### config.mk
export PLATFORM = sky130hd
export DESIGN_NAME = spi_bulk_engine_flat
export DESIGN_NICKNAME = d
export VERILOG_FILES = /design/src/rtl/spi_bulk_engine_if.sv /design/src/rtl/spi_bulk_engine.sv /design/src/flat_wrapper.sv
export SDC_FILE = /design/constraint.sdc
export NUM_CORES = 1
export LEC_CHECK = 0
export CAP_MARGIN = 20
export CORE_ASPECT_RATIO = 2
export CORE_MARGIN = 4
export CORE_UTILIZATION = 35
export DETAILED_ROUTE_END_ITERATION = 6
export GPL_TIMING_DRIVEN = 0
export PLACE_DENSITY = 0.59
export SYNTH_ARGS = -nofsm -noshare
export SYNTH_HDL_FRONTEND = slang
export SYNTH_SLANG_ARGS = --single-unit
### constraint.sdc
create_clock -name i_clk -period 5.8 [get_ports i_clk]
set_input_delay 0.87 -clock i_clk [delete_from_list [all_inputs] [get_ports i_clk]]
set_output_delay 0.87 -clock i_clk [all_outputs]
set_load 0.02 [all_outputs]
### src/rtl/spi_bulk_engine_if.sv
// Register-decoder handshake and SPI pin bundle for spi_bulk_engine.
// The master side is the CPU decoder (and pad logic for i_sdi); the slave side is the engine.
interface spi_bulk_engine_if #(
  parameter int CNT_W = 3
);
  logic [2:0]       i_clk_sel;
  logic             i_bulk;
  logic             i_start;
  logic [7:0]       i_tx_data;
  logic             i_rx_pop;
  logic             i_clr;
  logic             o_busy;
  logic [7:0]       o_rx_data;
  logic             o_rx_valid;
  logic [CNT_W-1:0] o_rx_count;
  logic             o_rx_overflow;
  logic             o_sck;
  logic             o_sdo;
  logic             i_sdi;

  modport master (
    output i_clk_sel, i_bulk, i_start, i_tx_data, i_rx_pop, i_clr, i_sdi,
    input  o_busy, o_rx_data, o_rx_valid, o_rx_count, o_rx_overflow, o_sck, o_sdo
  );

  modport slave (
    input  i_clk_sel, i_bulk, i_start, i_tx_data, i_rx_pop, i_clr, i_sdi,
    output o_busy, o_rx_data, o_rx_valid, o_rx_count, o_rx_overflow, o_sck, o_sdo
  );
endinterface

### src/rtl/spi_bulk_engine.sv
// SPI mode-0 byte engine: programmable SCK divider, bulk 0xFF prefetch and a
// first-word-fall-through receive FIFO read by the CPU data port.
module spi_bulk_engine #(
  parameter int FIFO_DEPTH = 4,
  parameter int CNT_W      = 3
) (
  input logic              i_clk,
  input logic              i_rst_n,
  spi_bulk_engine_if.slave bus
);
  localparam int PW = $clog2(FIFO_DEPTH);

  typedef enum logic [1:0] {IDLE = 2'd0, SHIFT = 2'd1, DONE = 2'd2} state_t;

  state_t           state_q;
  logic             busy_q, sck_q;
  logic [7:0]       tx_q, rx_q;
  logic [6:0]       div_q, div_max;
  logic [2:0]       sel_q, bit_q;
  logic [CNT_W-1:0] cnt_q, cnt_d;
  logic [PW-1:0]    wr_q, wr_d, rd_q, rd_d;
  logic             ovf_q, ovf_d;
  logic [7:0]       mem [FIFO_DEPTH];
  logic             room, push, pop, push_ok;

  assign div_max = 7'((8'd1 << sel_q) - 8'd1);
  assign room    = cnt_q < CNT_W'(FIFO_DEPTH);
  assign push    = state_q == DONE;

  // tx_q refills with ones, so it idles at 0xFF and tx_q[7] doubles as the idle-high SDO.
  always_ff @(posedge i_clk or negedge i_rst_n) begin
    if (!i_rst_n) begin
      state_q <= IDLE;
      busy_q  <= 1'b0;
      sck_q   <= 1'b0;
      tx_q    <= 8'hFF;
      rx_q    <= 8'h00;
      div_q   <= '0;
      sel_q   <= '0;
      bit_q   <= '0;
    end else begin
      case (state_q)
        IDLE: begin
          if (bus.i_start || (bus.i_bulk && room)) begin
            state_q <= SHIFT;
            busy_q  <= 1'b1;
            tx_q    <= bus.i_start ? bus.i_tx_data : 8'hFF;
            sel_q   <= bus.i_clk_sel;
            div_q   <= '0;
            bit_q   <= '0;
          end
        end
        SHIFT: begin
          if (div_q == div_max) begin
            div_q <= '0;
            sck_q <= ~sck_q;
            if (!sck_q) begin
              rx_q <= {rx_q[6:0], bus.i_sdi};
            end else begin
              tx_q  <= {tx_q[6:0], 1'b1};
              bit_q <= bit_q + 3'd1;
              if (bit_q == 3'd7) state_q <= DONE;
            end
          end else begin
            div_q <= div_q + 7'd1;
          end
        end
        DONE: begin
          state_q <= IDLE;
          busy_q  <= 1'b0;
        end
        default: state_q <= IDLE;
      endcase
    end
  end

  // Pop is evaluated first so a push into a full FIFO still lands when a slot frees that cycle.
  always_comb begin
    pop     = bus.i_rx_pop && (cnt_q != '0);
    push_ok = push && (room || pop);
    wr_d    = wr_q;
    rd_d    = rd_q;
    cnt_d   = cnt_q;
    ovf_d   = ovf_q;
    if (bus.i_clr) begin
      wr_d  = '0;
      rd_d  = '0;
      cnt_d = '0;
      ovf_d = 1'b0;
    end else begin
      if (push_ok) wr_d = wr_q + PW'(1);
      if (pop)     rd_d = rd_q + PW'(1);
      cnt_d = cnt_q + CNT_W'(push_ok) - CNT_W'(pop);
      if (push && !push_ok) ovf_d = 1'b1;
    end
  end

  always_ff @(posedge i_clk or negedge i_rst_n) begin
    if (!i_rst_n) begin
      wr_q  <= '0;
      rd_q  <= '0;
      cnt_q <= '0;
      ovf_q <= 1'b0;
    end else begin
      wr_q  <= wr_d;
      rd_q  <= rd_d;
      cnt_q <= cnt_d;
      ovf_q <= ovf_d;
    end
  end

  always_ff @(posedge i_clk) begin
    if (push_ok && !bus.i_clr) mem[wr_q] <= rx_q;
  end

  assign bus.o_busy        = busy_q;
  assign bus.o_sck         = sck_q;
  assign bus.o_sdo         = tx_q[7];
  assign bus.o_rx_count    = cnt_q;
  assign bus.o_rx_valid    = cnt_q != '0;
  assign bus.o_rx_data     = (cnt_q != '0) ? mem[rd_q] : 8'hFF;
  assign bus.o_rx_overflow = ovf_q;
endmodule

### src/flat_wrapper.sv
// flat-port wrapper written by rule: the top's interface ports become plain ports
module spi_bulk_engine_flat 
#(
  parameter int FIFO_DEPTH = 4,
  parameter int CNT_W      = 3
)
  (i_clk, i_rst_n, bus_i_clk_sel, bus_i_bulk, bus_i_start, bus_i_tx_data, bus_i_rx_pop, bus_i_clr, bus_i_sdi, bus_o_busy, bus_o_rx_data, bus_o_rx_valid, bus_o_rx_count, bus_o_rx_overflow, bus_o_sck, bus_o_sdo);
  spi_bulk_engine_if #(.CNT_W(CNT_W)) bus_i ();
  input logic i_clk;
  input logic i_rst_n;
  input wire logic [$bits(bus_i.i_clk_sel)-1:0] bus_i_clk_sel;
  input wire logic [$bits(bus_i.i_bulk)-1:0] bus_i_bulk;
  input wire logic [$bits(bus_i.i_start)-1:0] bus_i_start;
  input wire logic [$bits(bus_i.i_tx_data)-1:0] bus_i_tx_data;
  input wire logic [$bits(bus_i.i_rx_pop)-1:0] bus_i_rx_pop;
  input wire logic [$bits(bus_i.i_clr)-1:0] bus_i_clr;
  input wire logic [$bits(bus_i.i_sdi)-1:0] bus_i_sdi;
  output wire logic [$bits(bus_i.o_busy)-1:0] bus_o_busy;
  output wire logic [$bits(bus_i.o_rx_data)-1:0] bus_o_rx_data;
  output wire logic [$bits(bus_i.o_rx_valid)-1:0] bus_o_rx_valid;
  output wire logic [$bits(bus_i.o_rx_count)-1:0] bus_o_rx_count;
  output wire logic [$bits(bus_i.o_rx_overflow)-1:0] bus_o_rx_overflow;
  output wire logic [$bits(bus_i.o_sck)-1:0] bus_o_sck;
  output wire logic [$bits(bus_i.o_sdo)-1:0] bus_o_sdo;
  assign bus_i.i_clk_sel = bus_i_clk_sel;
  assign bus_i.i_bulk = bus_i_bulk;
  assign bus_i.i_start = bus_i_start;
  assign bus_i.i_tx_data = bus_i_tx_data;
  assign bus_i.i_rx_pop = bus_i_rx_pop;
  assign bus_i.i_clr = bus_i_clr;
  assign bus_i.i_sdi = bus_i_sdi;
  assign bus_o_busy = bus_i.o_busy;
  assign bus_o_rx_data = bus_i.o_rx_data;
  assign bus_o_rx_valid = bus_i.o_rx_valid;
  assign bus_o_rx_count = bus_i.o_rx_count;
  assign bus_o_rx_overflow = bus_i.o_rx_overflow;
  assign bus_o_sck = bus_i.o_sck;
  assign bus_o_sdo = bus_i.o_sdo;
  spi_bulk_engine #(.FIFO_DEPTH(FIFO_DEPTH), .CNT_W(CNT_W)) u_core (.i_clk(i_clk), .i_rst_n(i_rst_n), .bus(bus_i));
endmodule
==> reports/qor.txt <==
remaining antenna violation count after routing = 0
Root Driver = clkbuf_16
pre-CTS setup slack = 2440 ps
Leak Pwr = 1.63 nW
vias per cell = 4.86
layout cells sized above 1 = 21.8%
post-synth top area cell = edfxtp_1
CTS buffer count = 9
Final WS setup = 2310 ps
commonest non-fill, non-tap cells in the layout = 33 x dfrtp_1, 32 x edfxtp_1, 31 x clkdlybuf4s50_1, 15 x inv_1, 14 x nor2_1
Async SR Flop Fraction = 56.2%
initial antenna violation count = 0
area share of the largest cell type after synthesis = 28.0%
PwrDens = 424 nW/µm²
EDFF count, synth = 32
non-filler cells, final = 438
routed wire length = 6380 µm
slew of the pin with the lowest slew margin = 902 ps
Initial Utilization = 36.3%
Hold Buf Count CTS = 0
H-tree depth = 3
Worst-path clk slew = 50 ps
Chip Width = 78.0 µm
vias in the first global route = 2209
Mapped Avg Cell Area = 13.3 µm²
1st-pass router iterations = 4
RSZ-0062 raised after global routing = no
crit-path cells = clkbuf_1 -> mux4_2 -> or2_2 -> clkdlybuf4s50_1
Crit. End Element = output port
drc violations = 0
crit-path leading delay family = buffers and inverters
GRT Total Usage = 12.1%
diode count = 0
DR WL/cell = 14.6 µm
number of library cell types mapped by synthesis = 52
Port Buffers = 32
CTS tree = done
CTS resizes = 0
Critical Path Fanout Max = 10
Post-CTS Setup Bufs = 0
kind of start point of the critical path = register
Starting DRT DRC Count = 199
critical path data arrival time = 2620 ps
Fin Hold WS = 448 ps
Inst Count DP = 421
critical path class = reg -> out
Worst EP required = 4930 ps
largest net degree at the start of global routing = 29
fin util = 44.6%
Fmax achieved = 286 MHz
Yosys reg bits = 73
num rows = 50
most common cell after layout, fill and taps aside = dfrtp_1
height of the die = 148 µm
Mapped Cells = 258
worst vdd ir = 176 µV
worst path bufs/invs = 2
total negative setup slack = 0 ps
I/O pins = 34
Synth Flop Type = dfrtp_1
final period utilization = 60.3%
Worst path max stage delay = 580 ps
Post-Syn Area = 3430 µm²
total gr overflow = 0
Longest Clk Path Bufs = 2
Worst-Skew Late Latency = 330 ps
Worst slew margin = 39.4%
CP max-delay cell = clkbuf_1
clock skew = 3.33 ps
Area Growth Syn to Fin = 22.8%
Hold Path Class = in -> async
area of the die = 11600 µm²
ranking of synthesized cells by area = edfxtp_1 28%, dfrtp_1 24%, dfstp_2 6.1%
synthesis warning total = 0
syn nets = 287
Hold Vio Cnt, Final = 0
Final setup violation count = 0
DPL Wire Length = 4920 µm
Tmin final = 3490 ps
via count = 2129
first-pass GRT wire length = 10700 µm
status = finished, final reports clean
max-cap violations = 0
Core ar. = 9450 µm²
clk sinks = 73
Nets = 332
GP Congestion = 0.798
Slew Limit Fails = 0
post-synthesis sequential area ratio = 58.2%
==> synth_stat cells, types with 8 or more instances <==
cell type and n:
dfrtp_1 33, edfxtp_1 32, inv_1 15, nor2_1 14, mux2_2 11, nand2_1 11, ha_1 10, or2_2 9
dfstp_2 8, mux4_2 8, nand2b_1 8, o21ai_0 8
==> power by group <==
part	leakage, nW	total [mW]	internal, mW	switching (mW)
combinational	0.689	0.536	0.279	0.257
clock	0.138	0.521	0.330	0.191
sequential	0.801	0.731	0.649	0.0817
total	1.63	1.79	1.26	0.530
==> metal layers <==
metal | wire length (µm) | GRT usage, % | vias to the layer above
met1 | 2170 | 10.8 | 1046
met4 | 231 | 7.79 | 0
met2 | 3820 | 23.4 | 31
met3 | 161 | 2.80 | 15
met5 | 0 | 0 | -
li1 | - | - | 1037
==> sequential cells by signal, summed over array words and instances, names as in the netlist <==
register,cells
u_core.bus.o_rx_count,3
u_core.bus.o_busy,1
u_core.rd_q,2
u_core.mem,32
u_core.div_q,7
u_core.bit_q,3
u_core.tx_q,8
u_core.state_q,2
u_core.wr_q,2
u_core.sel_q,3
u_core.rx_q,8
u_core.bus.o_rx_overflow,1
u_core.bus.o_sck,1
==> stage by stage <==
stage	power (mW)	area [µm²]
after CTS	1.82	4210
final	1.79	4220
after floorplan	1.10	3430
after global placement	1.28	3920
after detailed placement	1.29	3930
after global routing	1.90	4220
==> area by class of cell <==
type / instances / area [µm²]
repair buffers: 34 / 340
multi-input cells: 161 / 1330
well taps: 130 / 163
clock inverters: 4 / 43.8
clock buffers: 12 / 236
fillers: 888 / 5230
inverters: 15 / 56.3
flip-flops and latches: 73 / 2000
plain buffers: 9 / 46.3
==> kinds of logic (layout without fill, tap and decap cells) <==
| logic type | Yosys count | count (layout) | synth area share (%) |
|---|---|---|---|
| compound gates | 38 | 38 | 8.71 |
| xor+xnor | 10 | 10 | 2.55 |
| fa+ha+maj | 11 | 11 | 4.23 |
| buf+inv | 24 | 74 | 2.99 |
| flops | 73 | 73 | 58.2 |
| mux | 24 | 24 | 10.3 |
| simple gates | 78 | 78 | 13.0 |
==> path summary, 6_finish.rpt <==
check | startpoint | to | slack, ps | cells past startpoint
worst max-delay path | u_core.rd_q[0] | bus_o_rx_data[0] | 2310 | 4
max in group asynchronous | i_rst_n | u_core.tx_q[7] | 4810 | 2
worst min register to register | u_core.bit_q[0] | u_core.bit_q[0] | 480 | 1
worst min-delay path | i_rst_n | u_core.rx_q[0] | 450 | 1
worst max register to register | u_core.sel_q[2] | u_core.rx_q[0] | 2440 | 11
min in group i_clk | u_core.bit_q[0] | u_core.bit_q[0] | 480 | 1
No activity file was read; power rests on OpenSTA's default activity.
==> patch (same flow settings) <==
`CNT_W` is set to 3 in 3 places; all go to 6.
--- a/src/rtl/spi_bulk_engine_if.sv
+++ b/src/rtl/spi_bulk_engine_if.sv
@@ -2,5 +2,5 @@
 // The master side is the CPU decoder (and pad logic for i_sdi); the slave side is the engine.
 interface spi_bulk_engine_if #(
-  parameter int CNT_W = 3
+  parameter int CNT_W = 6
 );
   logic [2:0]       i_clk_sel;
--- a/src/rtl/spi_bulk_engine.sv
+++ b/src/rtl/spi_bulk_engine.sv
@@ -3,5 +3,5 @@
 module spi_bulk_engine #(
   parameter int FIFO_DEPTH = 4,
-  parameter int CNT_W      = 3
+  parameter int CNT_W      = 6
 ) (
   input logic              i_clk,
--- a/src/flat_wrapper.sv
+++ b/src/flat_wrapper.sv
@@ -3,5 +3,5 @@
 #(
   parameter int FIFO_DEPTH = 4,
-  parameter int CNT_W      = 3
+  parameter int CNT_W      = 6
 )
   (i_clk, i_rst_n, bus_i_clk_sel, bus_i_bulk, bus_i_start, bus_i_tx_data, bus_i_rx_pop, bus_i_clr, bus_i_sdi, bus_o_busy, bus_o_rx_data, bus_o_rx_valid, bus_o_rx_count, bus_o_rx_overflow, bus_o_sck, bus_o_sdo);
Interface: changed (resized bus_o_rx_count); port bits go from 34 to 37. The function was not compared with the original's and may differ.
==> patch against the unedited design <==
- register-to-register slack lost 0.07 ns
- synthesized cell count grew 21%
- final area grew 9.5%
- hold slack lost 0.058 ns
- wire length grew 19%
- critical endpoint is now bus_o_rx_data[1]
- worst setup slack lost 0.034 ns
- core utilization shrank 0.57 points
- synthesized area grew 9.2%
- sequential cell count grew 3
- sequential share of layout area shrank 2.5 points
- total power grew 27%
==> patch: results (changes against the unedited design) <==
status:
  status: "complete, no violations"
synthesis:
  ys_warn_count: 0  # unchanged
  synthFlopType: "dfrtp_1"
  synth_commonest_cells: "dfrtp_1, edfxtp_1, nor2_1"
  synthCells: 311  # +21%
  synthDistinctLibCells: 47  # -9.6%
  ys_seq_area_share_pct: 55.27  # -2.9 points
  synthArstFlopShare_pct: 57.89  # +1.7 points
  syn_nets: 347  # +21%
  synth.area.top_cells: "edfxtp_1, dfrtp_1, ha_1, dfstp_2, mux2_2"
drt:
  top_layer: "met4"
  met2WireLength_mm: 4.320  # +13%
  first_iter_violations: 75  # -62%
  viasPerCell: 4.897  # +0.74%
  wl_met1_mm: 2.765  # +27%
  wl_per_cell_um: 15.01  # +3.0%
  wl_met3_um: 250  # +55%
sta:
  worstMarginPinSlew_ns: 0.7911  # -0.1107 ns
  setup_viol: 0  # unchanged
  fin_ws_ns: 2.271  # -0.03394 ns
  skew_ns: 0.01091  # +0.007578 ns
pwr:
  p_clk_share_pct: 25.4  # -3.7 points
  p_leak_nw: 1.898  # +17%
  pg_seq_mw: 0.758  # +3.7%
  vdd_drop_max_uv: 238.6  # +35%
  power.switching_mw: 0.8089  # +53%
  p_clk_mw: 0.577  # +11%
placed_design:
  dpl.cell_count: 488  # +16%
  placedInstanceArea_sq_mm: 0.004305  # +9.6%
  dp.final_hpwl_mm: 5.715  # +16%
  pre_cts_ws_ns: 2.275  # -0.1644 ns
  port_buffers: 35  # +9.4%
  place.gp.congestion: 0.8015  # +0.45%
clocking:
  cts-root-buf: "clkbuf_16"
  clock_latency_ns: 0.34
  cts_made_buffers: 9  # unchanged
  clkSlewWorstSetupHoldPaths_ns: 0.06
  cts_max_path_buffers: 2  # unchanged
global_routing:
  grtUsageMet3_pct: 2.564  # -0.24 points
  grt_use_met1_pct: 13.59  # +2.8 points
  grt_max_degree: 37  # +28%
  grtUsageMet2_pct: 24.52  # +1.2 points
  grt_use_total_pct: 13.26  # +1.1 points
  grt_pass1_vias: 2491  # +13%
  grt_first_pass_wirelength_mm: 12.48  # +17%
critical_path:
  worstPathArrival_ns: 2.66  # +0.04 ns
  path_max_fanout: 10  # unchanged
cells_and_area:
  drive_above_1_share_pct: 20.98  # -0.77 points
  fin_nets: 398  # +20%
  finalNonFillerCells: 504  # +15%
min_path:
  hp-class: "in2async"
## patch: cell types whose count changed after synthesis, sizes merged, moves of 7 or more
cell | unedited run | this run
clkbuf | 4 | 13
ha | 10 | 17
inv | 15 | 23
mux2 | 11 | 18
nand3 | 4 | 14
nor2 | 14 | 31
## patch: critical path: stages (launching register included)
cell,delay [ns]
dfrtp_1,0.32
clkbuf_1,0.60
mux4_2,0.58
or2_2,0.28
clkdlybuf4s50_1,0.54
## patch: cell type report
cell class	instances	area, sq um
buffer	18	75.07
clock buffer	9	225.2
clock inverter	7	85.08
fill	1044	5862
inverter	23	86.33
multi-input combinational	194	1515
sequential	76	2072
tap	137	171.4
timing repair buffer	40	385.4
## patch: cells by family (layout without fill, tap and decap cells)
kind of cell    count (synthesis)  in the layout  synth area share [%]
mux                            28             28                 10.75
simple gates                  102            102                 14.45
xor+xnor                       13             13                 3.037
buf+inv                        41             97                 4.305
compound gates                 33             33                 5.975
fa+ha+maj                      18             18                 6.208
flops                          76             76                 55.27
## patch: path summary, 6_finish.rpt
path	startpoint	to	slack, ns	depth (start not counted)
worst min-delay path	i_rst_n	u_core.bus.o_rx_count[5]$_DFF_PN0_	0.39	1
min in group i_clk	u_core.tx_q[0]$_DFFE_PN1P_	u_core.tx_q[0]$_DFFE_PN1P_	0.49	2
worst max-delay path	u_core.rd_q[0]$_DFFE_PN0P_	bus_o_rx_data[1]	2.27	4
worst min register to register	u_core.tx_q[0]$_DFFE_PN1P_	u_core.tx_q[0]$_DFFE_PN1P_	0.49	2
worst max register to register	u_core.bus.o_rx_count[2]$_DFF_PN0_	u_core.bus.o_rx_count[4]$_DFF_PN0_	2.37	16
max in group asynchronous	i_rst_n	u_core.tx_q[7]$_DFFE_PN1P_	4.87	2
